==> src/rtl/imem_loader_pkg.sv <==
// Shared types and constants for the instruction-memory loader.
// The state constants are also consumed by the optional checksum path (IMEM_LOADER_CHECKSUM_EN).
package imem_loader_pkg;

    localparam int WORD_BYTES = 4;

    typedef logic [31:0] word_t;

    typedef enum logic [1:0] {
        IDLE  = 2'd0,
        LOAD  = 2'd1,
        CHK   = 2'd2,
        DRAIN = 2'd3
    } state_e;

    // Plain vector constants so the FSM register stays a legacy-friendly logic [1:0]
    localparam logic [1:0] ST_IDLE  = IDLE;
    localparam logic [1:0] ST_LOAD  = LOAD;
    localparam logic [1:0] ST_CHK   = CHK;
    localparam logic [1:0] ST_DRAIN = DRAIN;

endpackage

==> src/rtl/imem_loader_byte_packer.sv <==
// byte_packer: gathers four accepted bytes MSB-first into a 32-bit word.
// Used for both payload words and the checksum trailer.
module byte_packer
    import imem_loader_pkg::*;
(
    input  logic       i_clk,
    input  logic       i_rst_n,
    input  logic       i_clear,
    input  logic       i_accept,
    input  logic [7:0] i_data,
    output word_t      o_word,
    output logic       o_word_valid,
    output logic       o_last_byte
);

    logic [1:0] r_cnt;
    word_t      r_shift;
    logic       r_valid;
    logic       w_last;

    assign w_last = i_accept && (r_cnt == 2'(WORD_BYTES - 1));

    // The strobe is registered so it lines up with the fully shifted word
    always_ff @(posedge i_clk or negedge i_rst_n) begin
        if (!i_rst_n) begin
            r_cnt   <= '0;
            r_shift <= '0;
            r_valid <= 1'b0;
        end else if (i_clear) begin
            r_cnt   <= '0;
            r_shift <= '0;
            r_valid <= 1'b0;
        end else begin
            r_valid <= w_last;
            if (i_accept) begin
                r_shift <= {r_shift[23:0], i_data};
                r_cnt   <= r_cnt + 2'd1;
            end
        end
    end

    assign o_word       = r_shift;
    assign o_word_valid = r_valid;
    assign o_last_byte  = w_last;

endmodule

==> src/rtl/imem_loader.sv <==
// imem_loader: streams bytes into instruction memory while holding the core in reset.
// Define IMEM_LOADER_CHECKSUM_EN to add a 32-bit additive checksum trailer check.
module imem_loader
    import imem_loader_pkg::*;
#(
    parameter int ADDR_W   = 6,
    parameter int HOLD_CYC = 4
) (
    input  logic              i_clk,
    input  logic              i_rst_n,
    input  logic              i_start,
    input  logic [ADDR_W:0]   i_len,
    input  logic              i_in_valid,
    output logic              o_in_ready,
    input  logic [7:0]        i_in_data,
    output logic              o_imem_we,
    output logic [ADDR_W-1:0] o_imem_addr,
    output logic [31:0]       o_imem_wdata,
    output logic              o_cpu_hold,
    output logic              o_busy,
    output logic              o_done,
    output logic              o_err
);

    localparam logic [ADDR_W:0] DEPTH      = {1'b1, {ADDR_W{1'b0}}};
    localparam logic [ADDR_W:0] WCNT_ONE   = (ADDR_W + 1)'(1);
    localparam int              DCW        = $clog2(HOLD_CYC + 1) + 1;
    localparam logic [DCW-1:0]  DRAIN_LAST = DCW'(HOLD_CYC);

    logic [1:0]        r_state;
    logic [ADDR_W:0]   r_len;
    logic [ADDR_W:0]   r_wcnt;
    logic [ADDR_W-1:0] r_addr;
    logic [DCW-1:0]    r_dcnt;
    logic              r_busy;
    logic              r_done;
    logic              r_err;
    logic              r_hold;

    logic              w_ready;
    logic              w_accept;
    logic              w_start_ok;
    logic              w_last_word;
    word_t             w_word;
    logic              w_word_valid;
    logic              w_last_byte;

`ifdef IMEM_LOADER_CHECKSUM_EN
    word_t             r_sum;
    logic              r_word_is_chk;

    assign w_ready = (r_state == ST_LOAD) || (r_state == ST_CHK);
`else
    assign w_ready = (r_state == ST_LOAD);
`endif

    assign w_accept    = i_in_valid && w_ready;
    assign w_start_ok  = (r_state == ST_IDLE) && i_start && (i_len <= DEPTH);
    assign w_last_word = ((r_wcnt + WCNT_ONE) == r_len);

    byte_packer u_packer (
        .i_clk        (i_clk),
        .i_rst_n      (i_rst_n),
        .i_clear      (w_start_ok),
        .i_accept     (w_accept),
        .i_data       (i_in_data),
        .o_word       (w_word),
        .o_word_valid (w_word_valid),
        .o_last_byte  (w_last_byte)
    );

    // cpu_hold comes out of reset high so the core stays parked until the first load finishes
    always_ff @(posedge i_clk or negedge i_rst_n) begin
        if (!i_rst_n) begin
            r_state <= ST_IDLE;
            r_len   <= '0;
            r_wcnt  <= '0;
            r_addr  <= '0;
            r_dcnt  <= '0;
            r_busy  <= 1'b0;
            r_done  <= 1'b0;
            r_err   <= 1'b0;
            r_hold  <= 1'b1;
        end else begin
            r_done <= 1'b0;
            case (r_state)
                ST_IDLE: begin
                    if (i_start) begin
                        if (i_len > DEPTH) begin
                            r_err <= 1'b1;
                        end else begin
                            r_err   <= 1'b0;
                            r_len   <= i_len;
                            r_wcnt  <= '0;
                            r_addr  <= '0;
                            r_dcnt  <= '0;
                            r_busy  <= 1'b1;
                            r_hold  <= 1'b1;
                            r_state <= (i_len == '0) ? ST_DRAIN : ST_LOAD;
                        end
                    end
                end
                ST_LOAD: begin
                    if (w_last_byte) begin
                        r_addr <= r_wcnt[ADDR_W-1:0];
                        r_wcnt <= r_wcnt + WCNT_ONE;
                        if (w_last_word) begin
                            r_dcnt <= '0;
`ifdef IMEM_LOADER_CHECKSUM_EN
                            r_state <= ST_CHK;
`else
                            r_state <= ST_DRAIN;
`endif
                        end
                    end
                end
`ifdef IMEM_LOADER_CHECKSUM_EN
                ST_CHK: begin
                    if (w_last_byte) begin
                        r_dcnt  <= '0;
                        r_state <= ST_DRAIN;
                    end
                end
`endif
                ST_DRAIN: begin
                    // The write cycle itself is the first DRAIN cycle, then HOLD_CYC more
                    if (r_dcnt == DRAIN_LAST) begin
                        r_state <= ST_IDLE;
                        r_done  <= 1'b1;
                        r_busy  <= 1'b0;
                        r_hold  <= 1'b0;
                    end else begin
                        r_dcnt <= r_dcnt + DCW'(1);
                    end
                end
                default: begin
                    r_state <= ST_IDLE;
                end
            endcase
`ifdef IMEM_LOADER_CHECKSUM_EN
            if (w_word_valid && r_word_is_chk && (w_word != r_sum)) begin
                r_err <= 1'b1;
            end
`endif
        end
    end

`ifdef IMEM_LOADER_CHECKSUM_EN
    // Tag each packed word with its origin so the trailer never reaches memory
    always_ff @(posedge i_clk or negedge i_rst_n) begin
        if (!i_rst_n) begin
            r_sum         <= '0;
            r_word_is_chk <= 1'b0;
        end else begin
            if (w_last_byte) begin
                r_word_is_chk <= (r_state == ST_CHK);
            end
            if (w_start_ok) begin
                r_sum <= '0;
            end else if (w_word_valid && !r_word_is_chk) begin
                r_sum <= r_sum + w_word;
            end
        end
    end

    assign o_imem_we = w_word_valid && !r_word_is_chk;
`else
    assign o_imem_we = w_word_valid;
`endif

    assign o_in_ready   = w_ready;
    assign o_imem_addr  = r_addr;
    assign o_imem_wdata = w_word;
    assign o_cpu_hold   = r_hold;
    assign o_busy       = r_busy;
    assign o_done       = r_done;
    assign o_err        = r_err;

endmodule
==> config.mk <==
export PLATFORM = sky130hd
export DESIGN_NAME = imem_loader
export DESIGN_NICKNAME = d
export VERILOG_FILES = /design/src/rtl/imem_loader_pkg.sv /design/src/rtl/imem_loader_byte_packer.sv /design/src/rtl/imem_loader.sv
export SDC_FILE = /design/constraint.sdc
export NUM_CORES = 1
export LEC_CHECK = 0
export CORE_MARGIN = 1
export CORE_UTILIZATION = 30
export DETAILED_ROUTE_END_ITERATION = 10
export SKIP_CTS_REPAIR_TIMING = 1
export SLEW_MARGIN = 40
export SYNTH_ARGS = -nofsm -noshare
export SYNTH_HDL_FRONTEND = slang
export SYNTH_HIERARCHICAL = 1
export SYNTH_SLANG_ARGS = --single-unit
==> constraint.sdc <==
create_clock -name i_clk -period 2.04 [get_ports i_clk]
set_input_delay 0.51 -clock i_clk [delete_from_list [all_inputs] [get_ports i_clk]]
set_output_delay 0.51 -clock i_clk [all_outputs]
set_load 0.005 [all_outputs]
After elaboration in Yosys (flattened, before gate mapping)
Index checks and enable logic that the tools add are counted.

word-level totals
  output and inout bits = 44
  logic and storage cells = 78
  input bits = 19
  register bits after elaboration = 65

cells by class
  mux-type cells = 33
  reductions and logical operators = 16
  eq/ne operators = 11
  $lt $le $gt $ge = 2
  $add $sub $neg = 3
  bitwise logic cells = 1

operator list
  operator                                               number
  two-way mux 32 bit                                     2
  two-way mux 7 bit                                      3
  two-way mux 4 bit                                      5
  two-way mux 6 bit                                      3
  two-way mux 2 bit                                      8
  one-hot mux 7 bit (2 select lines)                     1
  one-hot mux 4 bit (3 select lines)                     1
  one-hot mux 6 bit (2 select lines)                     1
  != test 2 bit, second input constant                   4
  AND reduction 4 bit                                    2
  adder 7 x 1 -> 7 bit, second input constant            1
  equality test 7 bit                                    1
  greater-than comparator 7 bit, second input constant   1
  less-or-equal comparator 7 bit, second input constant  1
  logical NOT 7 bit                                      1
  two-way mux 1 bit                                      7
  one-hot mux 2 bit (3 select lines)                     1
  AND reduction 6 bit                                    1
  nonzero test 2 bit                                     3
  AND reduction 5 bit                                    1
  adder 4 x 1 -> 4 bit, second input constant            1
  equality test 2 bit, second input constant             2
  equality test 4 x 3 -> 1 bit, second input constant    1
  logical AND 1 bit                                      4
  9 further kinds                                        10

Depth between registers and ports, before layout
Gate-level depths: netlist of the first run.

  depth in word-level cells = 5
  depth in mapped cells = 11
  mapped depth without buffers = 9

Modules after synthesis
Netlist of the first run, hierarchy kept.

by module, submodules not included
  module       area each (um^2)  times used  cells each
  imem_loader  1,552.7           1           151
  byte_packer  1,460.2           1           114

Worst setup path before layout of the first run
OpenSTA, ideal clock, no wires.

  kind = flip-flop to flip-flop
  start = reg r_state[1]
  end = reg r_wcnt[4]
  period minus slack after synthesis = 2,065 ps
  path slack = -25 ps
  path buffers = 3
  arrival = 1,936 ps
  cell stages (with the launch flop) = 12
  required time = 1,912 ps
  path through = dfrtp_1 > buf_2 > inv_1 > and3_1 > buf_6 > and2_1 > mux2i_1 > nor2_1 > o21ai_2 > buf_2 > o21ai_0 > o31ai_1

on the way
  word-level cells in the longest chain between the ends = 5
  elaborated cells on any way between the ends = 10

RTL lines
  item                                     RTL line                       text
  start, declared                          imem_loader.sv:30              logic [1:0] r_state;
  start signal, assigned                   imem_loader.sv:99              r_state <= (i_len == '0) ? ST_DRAIN : ST_LOAD;
  equality test 2 x 1 -> 1 bit             imem_loader.sv:54              assign w_ready = (r_state == ST_LOAD);
  logical AND 1 bit                        imem_loader.sv:57              assign w_accept = i_in_valid && w_ready;
  net w_accept                             imem_loader.sv:41              logic w_accept;
  logical AND 1 bit                        imem_loader_byte_packer.sv:21  assign w_last = i_accept && (r_cnt == 2'(WORD_BYTES - 1));
  net w_last_byte                          imem_loader.sv:46              logic w_last_byte;
  != test 2 x 1 -> 1 bit (no source line)  --
  AND reduction 4 bit (no source line)     --
  end signal, assigned                     imem_loader.sv:106             r_wcnt <= r_wcnt + WCNT_ONE;
  end, declared                            imem_loader.sv:32              logic [ADDR_W:0] r_wcnt;

The timed path passes the listed nets, and every way through them passes these cells.
A chain may end at the register's enable or synchronous reset.

Worst setup path after layout of the first run
  start = in i_in_valid
  end = reg r_dcnt[3]

on the way
  word-level cells in the longest chain between the ends = 4

RTL lines
  item                                     RTL line                       text
  start, declared                          imem_loader.sv:13              input logic i_in_valid,
  logical AND 1 bit                        imem_loader.sv:57
  net w_accept                             imem_loader.sv:41
  logical AND 1 bit                        imem_loader_byte_packer.sv:21
  net w_last_byte                          imem_loader.sv:46
  != test 2 x 1 -> 1 bit (no source line)  --
  AND reduction 6 bit (no source line)     --
  end signal, assigned                     imem_loader.sv:133             r_dcnt <= r_dcnt + DCW'(1);
  end, declared                            imem_loader.sv:34              logic [DCW-1:0] r_dcnt;

The timed path passes the listed nets, and every way through them passes these cells.

==> summary.md, run 1 <==
| Metric | Value |
|---|---|
| Ant. Diodes | 0 |
| # rows | 36 |
| Avg WL per Cell | ~14 um |
| Register area | 1630 sq um |
| DRC viols | 0 |
| CP Class | in -> reg |
| Final Cycle Share | 0.946 |
| Slew Limit Fails | 0 |
| WL final | 6530 um |
| Critical-path top delay cell | clkdlybuf4s50_1 |
| Met1 Use GR | 0.163 |
| Peak supply drop | 0.518 mV |
| P_leak | between 1.5 and 2 nW |
| Area of placed instances | 3840 sq um |
| Later-pin clock latency in the skew report | 0.34 ns |
| Syn Std Cell Area | 3010 sq um |
| Synth area leader | dfrtp_1 |
| Power Density | 1420 nW/um^2 |
| Final nets | 365 |
| Met2 usage in global routing | 0.217 |
| Post-synth EDFFs | 0 |
| Average size of a mapped cell | ~11 sq um |
| Area Growth Syn to Fin | 36.7% |
| IO Port Bufs | between 60 and 70 |
| Antenna-violating nets left | 0 |
| Fmax | about 520 MHz |
| Post-Syn Nets | 288 |
| Delay-heaviest family, CP | compound AO/OA/AOI/OAI gates |
| Global-route wire length before repair | ~10000 um |
| DRT iter0 DRCs | 45 |
| Die span in y | 102 um |
| Synth cell types | 46 |
| Normalized max-slew margin | 0.620 |
| Cell chain of the critical path | clkdlybuf4s50_1, and3_2, and2_1, mux2i_2, nor2_2, o21ai_2, a21boi_4, a21oi_2, o22ai_1 |
| Initial antenna violation count | 0 |
| Outcome | finished clean |
| Final min period | 1.93 ns |
| MaxCap Viol Count | 0 |
| Area occupied by multi-input gates | 1250 sq um |
| TritonCTS clock tree | built |
| Crit path DAT | 2.19 ns |
| Global placement routability congestion | 0.818 |
| Critical path's largest stage delay | between 0.4 and 0.5 ns |
| Worst min path class | in -> async |
| Core area | 9770 sq um |
| Starting Density | 0.308 |
| Synth Warn # | 6 |
| Reg clk slew, reported paths | 0.08 ns |
| WP buf/inv | 1 |
| Vias in the first global route | 2147 |
| Endpoints failing setup | 0 |
| Post-Synthesis Cells | ~270 |
| Ys flop type | dfrtp_1 |
| Final hold vios | 0 |
| RSZ-0062 raised after global routing | no |
| Drt via density | 4.58 |
| Worst-Margin Slew | around 0.57 ns |
| Reg2Reg Depth | 7 |
| Total placed cells including tap cells | 464 |
| Flip-flop and latch count after synthesis | 65 |
| Critical path required time | 2.30 ns |
| Hpwl dp | about 4600 um |
| Share of post-route cells with drive strength above 1 | 0.164 |
| CTS Buffer Depth | 2 |
| Ranking of synthesized cells by area | dfrtp_1 (53%), mux2i_1 (11%), nor2_1 (5.7%) |
| Die Area | 10400 sq um |
| Vias | 2196 |
| Die W | 102 um |
| R2R Path End | r_dcnt[3] |
| Reg2Reg Setup Slack | ~0.19 ns |
| Root cell of the clock tree | clkbuf_8 |
| Layout Cells excl Fill | 480 |
| Worst r2r src | r_wcnt[1] |
| CTS buffer count | 9 |
| H-Tree Level Count | 3 |
| TritonCTS Sinks | 65 |
| Post-route cell area | 4120 sq um |
| TritonRoute pass-1 iters | 4 |
| Total Neg Setup Slack | 0 ns |
| Crit path max fanout | 3 |
| Total GRT Usage | 0.131 |
| CP Launch Type | primary input |
| Fillcell total | 963 |
| GRT busiest layer | met2 |
| Sequential area share after synthesis | 0.540 |
| I/O pin count | 63 |
| Crit. End Element | flip-flop |
| Grt total ovfl | 0 |
| Pin count of the biggest net entering global routing | 36 |
| Fraction of registers with async set/reset | 1.00 |
| Global routing usage on met3 | 0.0397 |
| Fin Clk Skew | between 0.007 and 0.008 ns |
| Area share of the largest cell type after synthesis | 0.532 |
per-stage QoR:
stage / hold WS, ns / utilization / power, mW / setup slack [ns]
2_1_floorplan: 0.214 / - / 3.40 / 0.0292
3_3_place_gp: 0.472 / 0.393 / 4.44 / -0.223
6_report: 0.148 / 0.421 / 5.84 / 0.110
4_1_cts: 0.156 / 0.419 / 5.90 / -0.0729
5_1_grt: 0.162 / 0.421 / 6.25 / 0.0169
3_5_place_dp: 0.479 / 0.393 / 4.50 / -0.277
routing by layer:
metal | wire length (um) | up-vias
li1 | - | 1066
met1 | 2970 | 1064
met2 | 3120 | 58
met3 | 366 | 8
met4 | 69 | 0
met5 | 0 | -
power breakdown:
part           internal, mW  switching [mW]  leakage, nW
Clock                 0.824           0.542        0.124
Sequential             1.78           0.372        0.826
Combinational          1.35           0.973        0.907
synth_stat cells, types with 2 or more instances:
| cell type | count |
|---|---|
| ha_1 | 4 |
| o21ai_1 | 6 |
| clkbuf_1 | 2 |
| nand2_1 | 11 |
| nand3_1 | 5 |
| a21oi_1 | 3 |
| buf_12 | 3 |
| o21ai_0 | 8 |
| xnor2_1 | 8 |
| buf_2 | 5 |
| dfrtp_1 | 64 |
| inv_1 | 5 |
| o31ai_1 | 3 |
| nor2_1 | 46 |
| nor2_2 | 2 |
| mux2i_1 | 34 |
| and3_1 | 6 |
| buf_4 | 4 |
| nand4_1 | 4 |
| xor2_1 | 3 |
| nor2b_1 | 3 |
| mux2_4 | 6 |
| a22o_1 | 7 |
area by class of cell:
type	count	area share
tap	133	0.0404
clock inverter	7	0.0304
multi-input combinational	179	0.304
timing repair buffer	81	0.194
sequential	65	0.396
clock buffer	9	0.0301
inverter	6	0.00547
worst reg2reg max path, stage by stage (launching register included):
cell	delay, ns
dfrtp_1	0.41
ha_2	0.26
nand3_1	0.16
nor2_2	0.20
xnor2_1	0.14
nand4b_1	0.22
a21oi_2	0.25
o22ai_1	0.10
kinds of logic after synthesis:
family | after synthesis | synth area share
xor gates and xnor gates | 11 | 0.0320
buffers and inverters | 21 | 0.0519
adders and majority gates | 4 | 0.0166
AOI/OAI and AO/OA | 37 | 0.0835
muxes | 40 | 0.143
DFF | 65 | 0.540
and+or+nand+nor | 87 | 0.133
sequential cells by signal (all words and copies together) (netlist names), 2 cells and up:
| register | flops |
|---|---|
| u_packer/r_cnt | 2 |
| r_state | 2 |
| r_len | 7 |
| u_packer/o_word | 32 |
| r_dcnt | 4 |
| r_wcnt | 7 |
| o_imem_addr | 6 |
cell usage in the layout (no fill, tap or decap), types with 7 or more instances in the layout:
master	netlist	routed
nor2_1	46	44
dfrtp_1	64	63
xnor2_1	8	8
clkbuf_8	0	9
buf_4	4	16
mux2i_1	34	33
o21ai_0	8	8
clkdlybuf4s50_1	0	60
a22o_1	7	7
nand2_1	11	11
how the worst max path moves through the flow:
stage / startpoint / endpoint / slack, ns / cells past startpoint
after floorplan: r_state[1] / r_wcnt[4] / 0.03 / 11
after global placement: i_in_valid / r_dcnt[3] / -0.22 / 9
after detailed placement: i_in_valid / r_dcnt[3] / -0.28 / 9
after CTS: r_state[0] / o_in_ready / -0.07 / 3
after global routing: i_in_valid / r_dcnt[3] / 0.02 / 9
final: i_in_valid / r_dcnt[3] / 0.11 / 9
(Power assumes the default switching activity.)
==> run 2, diff against run 1 <==
--- a/config.mk
+++ b/config.mk
@@ -8,6 +8,7 @@
 export CORE_MARGIN = 1
 export CORE_UTILIZATION = 30
 export DETAILED_ROUTE_END_ITERATION = 10
+export PLACE_DENSITY = 0.59
 export SKIP_CTS_REPAIR_TIMING = 1
 export SLEW_MARGIN = 40
 export SYNTH_ARGS = -nofsm -noshare
==> run 2 against run 1 <==
Clock-buffer cell count is 4 higher. Design area is 1.7% lower. Via count is 0.77% lower. Combinational power hardly changed. Critical path type unchanged. Largest cell class unchanged.
==> summary.md, run 2 (synthesis results as in run 1) <==
| Metric | Value |
|---|---|
| Outcome | finished clean |
| P_leak | between 1.5 and 2 nW |
| Normalized max-slew margin | 0.618 |
| Drt via density | 4.55 |
| WL final | about 6300 um |
| Starting Density | 0.308 |
| Fin Clk Skew | 0.00454 ns |
| RSZ-0062 raised after global routing | no |
| DRT iter0 DRCs | 65 |
| Total GRT Usage | 0.133 |
| Peak supply drop | 0.486 mV |
| Slew Limit Fails | 0 |
| Grt total ovfl | 0 |
| WP buf/inv | 1 |
| TritonCTS Sinks | 65 |
| Final nets | ~360 |
| Crit. End Element | flip-flop |
| CTS buffer count | 9 |
| Final min period | between 1.5 and 2 ns |
| Final Cycle Share | 0.950 |
| Crit path DAT | ~2.2 ns |
| Delay-heaviest family, CP | compound AO/OA/AOI/OAI gates |
| Hpwl dp | ~4300 um |
| Vias | 2179 |
| Global placement routability congestion | 0.816 |
| Die W | 102 um |
| Reg clk slew, reported paths | ~0.070 ns |
| Critical-path top delay cell | clkdlybuf4s50_1 |
| Total chip power | 5.51 mW |
| Sw Pwr | 1.81 mW |
| Hold WS | 0.197 ns |
| Switching share of power | 0.329 |
| Seq pwr share | 0.390 |
| I/O pin count | 63 |
| Die Area | 10400 sq um |
| Die span in y | 102 um |
| TritonRoute pass-1 iters | 4 |
| Crit path max fanout | 3 |
| Initial antenna violation count | 0 |
| MaxCap Viol Count | 0 |
| Fmax | 516 MHz |
| Avg WL per Cell | 13.2 um |
| Worst-Margin Slew | between 0.5 and 0.6 ns |
| Final Util | 0.414 |
| TritonCTS clock tree | built |
| Root cell of the clock tree | clkbuf_8 |
| Pin count of the biggest net entering global routing | 66 |
| Vias in the first global route | 2188 |
| CTS Buffer Depth | 2 |
| Commonest non-fill, non-tap cell in the layout | dfrtp_1 |
| Comb power frac | 0.417 |
| Endpoints failing setup | 0 |
| H-Tree Level Count | 3 |
| Clock Power Share | 0.194 |
| Worst min path class | in -> async |
| Ant. Diodes | 0 |
| Core area | approximately 9800 sq um |
| Share of post-route cells with drive strength above 1 | 0.159 |
| P_int | 3.70 mW |
| CP Class | in -> reg |
| Antenna-violating nets left | 0 |
| DRC viols | 0 |
| Most frequent cells in the layout | dfrtp_1 (63), clkdlybuf4s50_1 (60), nor2_1 (44), mux2i_1 (33), buf_4 (16) |
| Critical path required time | 2.29 ns |
| Final hold vios | 0 |
| Power Density | 1360 nW/um^2 |
| # rows | 36 |
| Max reg flops | 32 |
| CP Launch Type | primary input |
| Fillcell total | approximately 960 |
| Area Growth Syn to Fin | 34.3% |
| IO Port Bufs | 62 |
| Critical path's largest stage delay | between 0.4 and 0.5 ns |
| Global-route wire length before repair | 10700 um |
| Cell chain of the critical path | clkdlybuf4s50_1, and3_2, and2_1, mux2i_2, nor2_2, o21ai_1, a21boi_4, a21oi_2, o22ai_1 |
| Later-pin clock latency in the skew report | 0.33 ns |
## run 2: cell count changes in the layout (fill, tap and decap cells not counted), moves of 2 or more
cell,change
clkinv_4,-2
clkinvlp_4,+3
inv_6,-2
bufinv_16,-3
clkbuf_8,+4
## run 2: final cells by class
type	count	area, sq um	area share
Clock buffer	13	179	0.0442
Clock inverter	3	22.5	0.00557
Inverter	6	22.5	0.00557
Multi-Input combinational cell	179	1250	0.309
Sequential cell	65	1630	0.403
Tap cell	133	166	0.0411
Timing Repair Buffer	80	778	0.192
## run 2: worst reg2reg max path: stages, from the launching register on
cell      delay (ns)
dfrtp_1         0.42
ha_2            0.26
nand3_1         0.16
nor2_2          0.20
xnor2_1         0.14
nand4b_1        0.21
a21oi_2         0.24
o22ai_1         0.10
## run 2: metrics by stage
step / instances / instance area, sq um / TNS (ns) / worst slack (ns)
final: 479 / 4050 / 0 / 0.101
after global routing: 479 / 4050 / 0 / 0.00459
after CTS: 479 / 4030 / -0.0832 / -0.0832
after detailed placement: 463 / 3820 / -7.14 / -0.291
after global placement: 463 / 3820 / -8.07 / -0.218
after floorplan: 265 / 3020 / 0 / 0.0292
## run 2: final timing paths
check	from	cells after the start	endpoint	slack, ns
worst max-delay path	i_in_valid	9	r_dcnt[3]	0.10
worst min-delay path	i_rst_n	2	u_packer/o_word[23]	0.20
worst max register to register	r_wcnt[1]	7	r_dcnt[3]	0.19
worst min register to register	o_err	2	o_err	0.51
max in group asynchronous	i_rst_n	2	o_cpu_hold	1.53
min in group i_clk	o_err	2	o_err	0.51
## run 2: metal layers
metal | vias up | GRT usage | routed length [um]
met5 | - | 0 | 0
met4 | 0 | 0.0374 | 43
met3 | 5 | 0.0417 | 306
met2 | 57 | 0.216 | 3020
met1 | 1046 | 0.171 | 2940
li1 | 1071 | - | -
## run 2: power groups by stage
stage	logic (mW)	clock network [mW]	registers (mW)
floorplan	1.28	0	2.12
global placement	2.27	0	2.17
detailed placement	2.29	0	2.18
CTS	2.30	1.12	2.16
global route	2.56	1.18	2.22
finish	2.30	1.07	2.15
